File: src/rtl/arb_pkg.sv
// Shared arbiter definitions: mode encodings and default channel count.
// Latency: n/a (definitions only).
// Backpressure: n/a.
package arb_pkg;

    localparam int N_DEFAULT = 4;

    typedef enum logic {
        MODE_FIXED = 1'b0,
        MODE_RR    = 1'b1
    } arb_mode_e;

endpackage

File: src/rtl/pri_search.sv
// Rotated descending priority search: start, start-1, ..., 0, N-1, ..., start+1.
// Latency: purely combinational.
// Backpressure: none; caller decides when the result is captured.
module pri_search #(
    parameter int N = 4,
    parameter int W = $clog2(N)
) (
    input  logic [N-1:0] req,
    input  logic [W-1:0] start,
    output logic [W-1:0] idx,
    output logic         found
);

    int pos;

    always_comb begin
        found = 1'b0;
        idx   = '0;
        pos   = 0;
        for (int k = 0; k < N; k++) begin
            // Wrap below zero back to the top channel.
            pos = (int'(start) - k + N) % N;
            if (!found && req[pos[W-1:0]]) begin
                found = 1'b1;
                idx   = pos[W-1:0];
            end
        end
    end

endmodule

File: src/rtl/priority_arbiter_rr.sv
// Fixed-priority / round-robin arbiter with registered grant outputs.
// Latency: one cycle from sampled req to presented grant; back-to-back on ack.
// Backpressure: a presented grant holds until ack; req changes are ignored meanwhile.
module priority_arbiter_rr
    import arb_pkg::*;
#(
    parameter int N = N_DEFAULT,
    parameter int W = $clog2(N)
) (
    input  logic         clk,
    input  logic         rst_n,
    input  logic [N-1:0] req,
    input  logic         mode,
    input  logic         ack,
    output logic [W-1:0] grant_idx,
    output logic [N-1:0] grant_oh,
    output logic         valid
);

    localparam logic [W-1:0] TOP_IDX = W'(N - 1);

    logic [W-1:0] ptr;
    logic [W-1:0] ptr_nxt;
    logic [W-1:0] search_start;
    logic [W-1:0] search_idx;
    logic         search_found;
    logic         accept;
    logic         load;

    assign accept = valid & ack;
    assign load   = ~valid | ack;

    // The search after an accept must already see the advanced pointer,
    // otherwise round-robin would re-grant the same channel once.
    always_comb begin
        ptr_nxt = ptr;
        if (accept) begin
            ptr_nxt = (grant_idx == '0) ? TOP_IDX : grant_idx - W'(1);
        end
    end

    // Fixed priority is the rotated search pinned at the top channel.
    assign search_start = (mode == MODE_RR) ? ptr_nxt : TOP_IDX;

    pri_search #(
        .N (N),
        .W (W)
    ) u_pri_search (
        .req   (req),
        .start (search_start),
        .idx   (search_idx),
        .found (search_found)
    );

    always_ff @(posedge clk or negedge rst_n) begin
        if (!rst_n) begin
            ptr <= TOP_IDX;
        end else begin
            ptr <= ptr_nxt;
        end
    end

    always_ff @(posedge clk or negedge rst_n) begin
        if (!rst_n) begin
            valid     <= 1'b0;
            grant_idx <= '0;
            grant_oh  <= '0;
        end else if (load) begin
            valid     <= search_found;
            grant_idx <= search_found ? search_idx : '0;
            grant_oh  <= search_found ? (N'(1) << search_idx) : '0;
        end
    end

endmodule

File: config.mk
export PLATFORM = sky130hd
export DESIGN_NAME = priority_arbiter_rr
export DESIGN_NICKNAME = d
export VERILOG_FILES = /design/src/rtl/arb_pkg.sv /design/src/rtl/pri_search.sv /design/src/rtl/priority_arbiter_rr.sv
export SDC_FILE = /design/constraint.sdc
export NUM_CORES = 1
export LEC_CHECK = 0
export ABC_CLOCK_PERIOD_IN_PS = 2400
export BUFFER_PORTS_ARGS = -buffer_cell sky130_fd_sc_hd__buf_2
export CAP_MARGIN = 20
export CORE_AREA = 2 2 40 42
export CTS_CLUSTER_DIAMETER = 60
export DETAILED_ROUTE_END_ITERATION = 7
export DIE_AREA = 0 0 42 44
export MAX_ROUTING_LAYER = met4
export PLACE_DENSITY = 0.84
export SLEW_MARGIN = 30
export SYNTH_ARGS = -nofsm -noshare
export SYNTH_HDL_FRONTEND = slang
export SYNTH_SLANG_ARGS = --single-unit
File: constraint.sdc
create_clock -name clk -period 2.4 [get_ports clk]
set_input_delay 0.24 -clock clk [delete_from_list [all_inputs] [get_ports clk]]
set_output_delay 0.24 -clock clk [all_outputs]
set_load 0.03 [all_outputs]
**Word-level counts from Yosys, hierarchy flattened**

Cells that the tools add are included.
Widths: inputs -> output; s select.

- Bits in registers: 9
- Latch bits: 0
- Memory bits (writable): 0
- ROM bits: 0
- Input bits: 8
- Output and inout port bits: 7
- Word-level logic and storage cells: 48
- Memories: 0

- Add/sub/neg operators: 8
- Multipliers: 0
- Divide/modulo/power cells: 0
- Magnitude comparators: 4
- Eq/ne operators: 0
- Shifts and indexed selects: 1
- Mux-type cells: 21
- Bitwise logic cells: 3
- Reductions and logical operators: 7

Operators with widths:

| kind | count |
|---|---|
| $mux 2 | 8 |
| $lt 2x3->1 const B | 4 |
| $add 2x1->2 const B | 4 |
| $bmux 1 s2 | 4 |
| $mux 1 | 8 |
| $mux 4 | 1 |
| $shl 1x2->4 const A | 1 |
| $sub 2x1->2 const B | 2 |
| $sub 2x2->2 const B | 2 |
| $logic_and 1x1->1 | 3 |
| $logic_not 1->1 | 3 |
| $logic_not 2->1 | 1 |
| $and 1x1->1 | 1 |
| $not 1->1 | 1 |
| $or 1x1->1 | 1 |

**Depth between registers and ports, before layout**

- Word-level depth: 19
- Mapped depth: 10

**By module**

From an unflattened synthesis, not the netlist that was laid out.

- Cells, all modules: 50
- Area total of the unflattened synthesis: 516.7 um2

By module, submodules not included:

| module | times used | cells an instance | area an instance (um2) |
|---|---|---|---|
| priority_arbiter_rr | 1 | 37 | 434.2 |
| pri_search | 1 | 13 | 82.6 |

**Worst setup path after synthesis**

No wires, ideal clock.

- Path type: flip-flop to flip-flop
- Start: register grant_idx[0]
- End: register grant_oh[0]
- Arrival time: 2.358 ns
- Path slack: -0.080 ns
- Stages on the path, launching flop included: 10
- Clock period less this slack: 2.480 ns
- Cell sequence: dfrtp_1 inv_1 ha_1 nand4b_1 o221ai_1 o21ai_1 or4_1 a222oi_1 o22ai_1 a32o_1

- Word-level cells in the longest chain between the ends: 19
- Elaborated cells between the ends (all ways): 36

RTL lines:

| element | line | source |
|---|---|---|
| start: declaration | priority_arbiter_rr.sv:15 | `output logic [W-1:0] grant_idx,` |
| start signal: assignment | priority_arbiter_rr.sv:70 | `grant_idx <= search_found ? search_idx : '0;` |
| $sub 2x1->2 or $logic_not 2->1 (tied branches) | priority_arbiter_rr.sv:38 | `ptr_nxt = (grant_idx == '0) ? TOP_IDX : grant_idx - W'(1);` |
| $mux 2 * | priority_arbiter_rr.sv:38 |  |
| $mux 2 * | priority_arbiter_rr.sv:37 | `if (accept) begin` |
| $mux 2 * | priority_arbiter_rr.sv:43 | `assign search_start = (mode == MODE_RR) ? ptr_nxt : TOP_IDX;` |
| branches (longest 14 deep; another with $sub 2x1->2) | n/a |  |
| $mux 4 * | priority_arbiter_rr.sv:71 | `grant_oh <= search_found ? (N'(1) << search_idx) : '0;` |
| end signal: assignment | priority_arbiter_rr.sv:71 |  |
| end: declaration | priority_arbiter_rr.sv:16 | `output logic [N-1:0] grant_oh,` |

Mark *: on every way between the ends. The select of a mux whose other input is x is not followed.
A chain may end at the register's enable or synchronous reset.

**Worst setup path in the final report**

- Start: register grant_idx[1]
- End: register grant_oh[3]

The elaborated chain is that of the path after synthesis.

==> results.md <==
- GRT Util Overall: 0.174
- First-pass GRT wire length: approximately 2500 µm
- Initial antenna violation count: 0
- CTS Buf Count: 3
- Async SR Flop Fraction: 1.00
- Post-Syn Area per Cell: about 8 µm²
- Detail Route Antenna Nets: 0
- Switching share of power: 0.411
- CP startpoint: grant_idx[1]$_DFFE_PN0P_
- IO Pins: 15
- Filler cells: 120
- Clock root cell: clkbuf_4
- Pint: roughly 410 µW
- Net Switching: ~290 µW
- Initial DRC count: 17
- Unrepaired setup endpoints after global routing: yes
- Critical Path RT: approximately 2.6 ns
- Synth Cell Area: roughly 670 µm²
- Seq pwr share: 0.314
- Maximum VDD drop: a little under 0.7 mV
- Final worst path period share: 0.976
- Gr ovfl total: 0
- #FFs+latches synth: 9
- Via count: 670
- Reg2Reg Depth: 10
- Max Slew Vio Count: 0
- CTS tree: yes
- # diodes: 0
- Pre-CTS setup slack: -0.00535 ns
- Pin count of the biggest net entering global routing: 12
- Final Non-Filler Cells: 118
- Clock skew: 0.00211 ns
- Comb power frac: 0.525
- Minimum clock period: around 2.3 ns
- Sink Count: 9
- Rel. slew slack: 0.557
- Dominant synthesized flop cell: dfrtp_1
- Vias in the first global route: a little over 600
- Library cells used by synthesis: 39
- Setup crit start kind: flop
- Cells after synthesis: between 80 and 90
- CP Max Fanout: 5
- Top post-synthesis cells by area: dfrtp_1 (26%), dfstp_2 (7.8%), nand2_1 (5.0%)
- Reg2reg start: grant_idx[1]$_DFFE_PN0P_
- Most common library cells after synthesis: nand2_1 (9), dfrtp_1 (7), inv_1 (5), nor2_1 (5), o21ai_0 (5)
- Count leader, synth: nand2_1
- Reg area: 230 µm²
- Placer Congestion: approximately 0.94
- WP data arrival: 2.52 ns
- Clock power share: 0.161
- DRT Pass-1 Iters: 4
- Max Cap Viol: 0
- Critical path type: flop to flop
- Final Hold Viols: 0
- Crit path capture type: flop
- Placed cell count: around 110
- RR Endpoint: grant_oh[3]$_DFFE_PN0P_
- # port buffers: 14
- Post-DP HPWL: approximately 1100 µm
- Clock latency at the later pin of the worst-skew pair: ~0.25 ns
- Worst-path cell chain: inv_2, ha_4, nand4b_1, o221ai_1, o21ai_1, or4_1, a222oi_1, o22ai_2, buf_4, o21ai_2
- Worst slew pin tran: about 0.66 ns
- Power Density: ~820 nW/µm²
- Die Ht: approximately 44 µm
- Post-synthesis sequential area ratio: 0.339
- DRC: 0
- Area leader, netlist: dfrtp_1
- Worst reg2reg setup slack: 0.06 ns
- Top-area cell type share of the netlist area: 0.261
- Max Root-Sink Buffers: 2
- Full die area: approximately 1800 µm²
- Worst hold path class: input port to asynchronous set/reset pin
- Layout cell share with drive strength beyond 1: 0.373
- CP endpoint: grant_oh[3]$_DFFE_PN0P_
- Starting Density: 0.474
- Final WL: between 1500 and 2000 µm
- Syn Nets: between 90 and 100
- Row Count: 14
- Multi-input logic area: 440 µm²
- Slowest CP cell: or4_1
- Syn-to-layout area delta: 26.4%
- Leak: ~0.00038 µW
- Worst-path clk slew: 0.06 ns
- Worst stage delay on the critical path: ~0.40 ns
- Die X: between 40 and 50 µm
- Avg WL per Cell: around 13 µm
- Core Area: around 1400 µm²
- H-tree Lvls: 1
- Max Fclk: 427 MHz
- EDFF count, synth: 0
- Status: finished, final reports clean
- Final net count: 112
- Final setup fails: 0
- Fin worst setup slack: between 0.05 and 0.06 ns
- Via density: around 5.7
- Synthesis Warnings: 0
[power by group through the flow]
| stage | clock, µW | sequential [µW] | combinational, µW |
|---|---|---|---|
| 6_report | 112 | 219 | 366 |
| 4_1_cts | 114 | 217 | 338 |
| 5_1_grt | 127 | 225 | 398 |
| 3_3_place_gp | 0 | 219 | 312 |
| 2_1_floorplan | 0 | 275 | 176 |
| 3_5_place_dp | 0 | 220 | 318 |
[cell families after synthesis]
kind of cell,after synthesis,synth area share
flops,9,0.339
fa+ha+maj,1,0.0186
xor+xnor,2,0.0261
mux,4,0.0615
simple gates,30,0.233
buf+inv,9,0.0503
compound gates,27,0.272
[worst max-delay path: cells and delay by family (launching register included)]
kind	cells	cell delay (ns)
AOI/OAI and AO/OA	5	0.92
and+or+nand+nor	2	0.64
DFF	1	0.37
buffers and inverters	2	0.21
adders and majority gates	1	0.14
[worst min path at each step]
stage / start / endpoint / slack [ns] / depth (start not counted)
after floorplan: rst_n / grant_idx[0]$_DFFE_PN0P_ / -0.06 / 0
after global placement: rst_n / grant_oh[1]$_DFFE_PN0P_ / 0.09 / 1
after detailed placement: rst_n / grant_oh[1]$_DFFE_PN0P_ / 0.1 / 1
after CTS: req[0] / valid$_DFFE_PN0P_ / 0.33 / 3
after global routing: req[0] / valid$_DFFE_PN0P_ / 0.35 / 3
final: rst_n / grant_oh[1]$_DFFE_PN0P_ / 0.35 / 2
[flip-flops by register name, summed over array words and instances, names as in the netlist]
name       flops
ptr            2
grant_oh       4
valid          1
grant_idx      2
[repair_timing]
item                                    4_1_cts  5_1_grt
endpoints found under the setup margin        1        5
hold buffers                                  1        0
buffers inserted                              1        1
hold endpoints to repair                      7        0
resized for setup                             3        6
pin swaps                                     5        4
[metrics by stage]
stage	cell area (µm²)	setup TNS (ns)	utilization	hold WS, ns	total power, µW
finish	850	0	0.599	0.352	697
global route	850	-0.275	0.599	0.351	749
CTS	822	0	0.579	0.332	669
detailed placement	768	-0.00535	0.541	0.0983	537
global placement	768	0	0.541	0.0917	531
floorplan	674	0	-	-0.0556	450
[cells in the final DEF (no fill, tap or decap), types with 3 or more instances in the layout]
cell,netlist,layout
o21ai_0,5,5
dfrtp_1,7,5
a21oi_1,4,4
inv_2,1,4
nor2_1,5,5
mux2i_1,3,3
nor3_1,3,3
buf_4,0,4
nand2_1,9,8
buf_2,0,14
clkbuf_4,0,3
o21ai_1,4,3
[area by class of cell]
class	count	area share
sequential	9	0.271
tap	16	0.0236
inverter	6	0.0265
multi-input combinational	64	0.518
timing repair buffer	19	0.130
clock buffer	4	0.0309
[per-layer routing]
layer / wire length, µm / share of wire / GRT usage
met2: 779 / 0.51 / 0.319
met5: 0 / 0 / -
met3: 33 / 0.022 / 0.0250
met1: 706 / 0.46 / 0.209
met4: 0 / 0 / 0.0194
(Power assumes the default switching activity.)
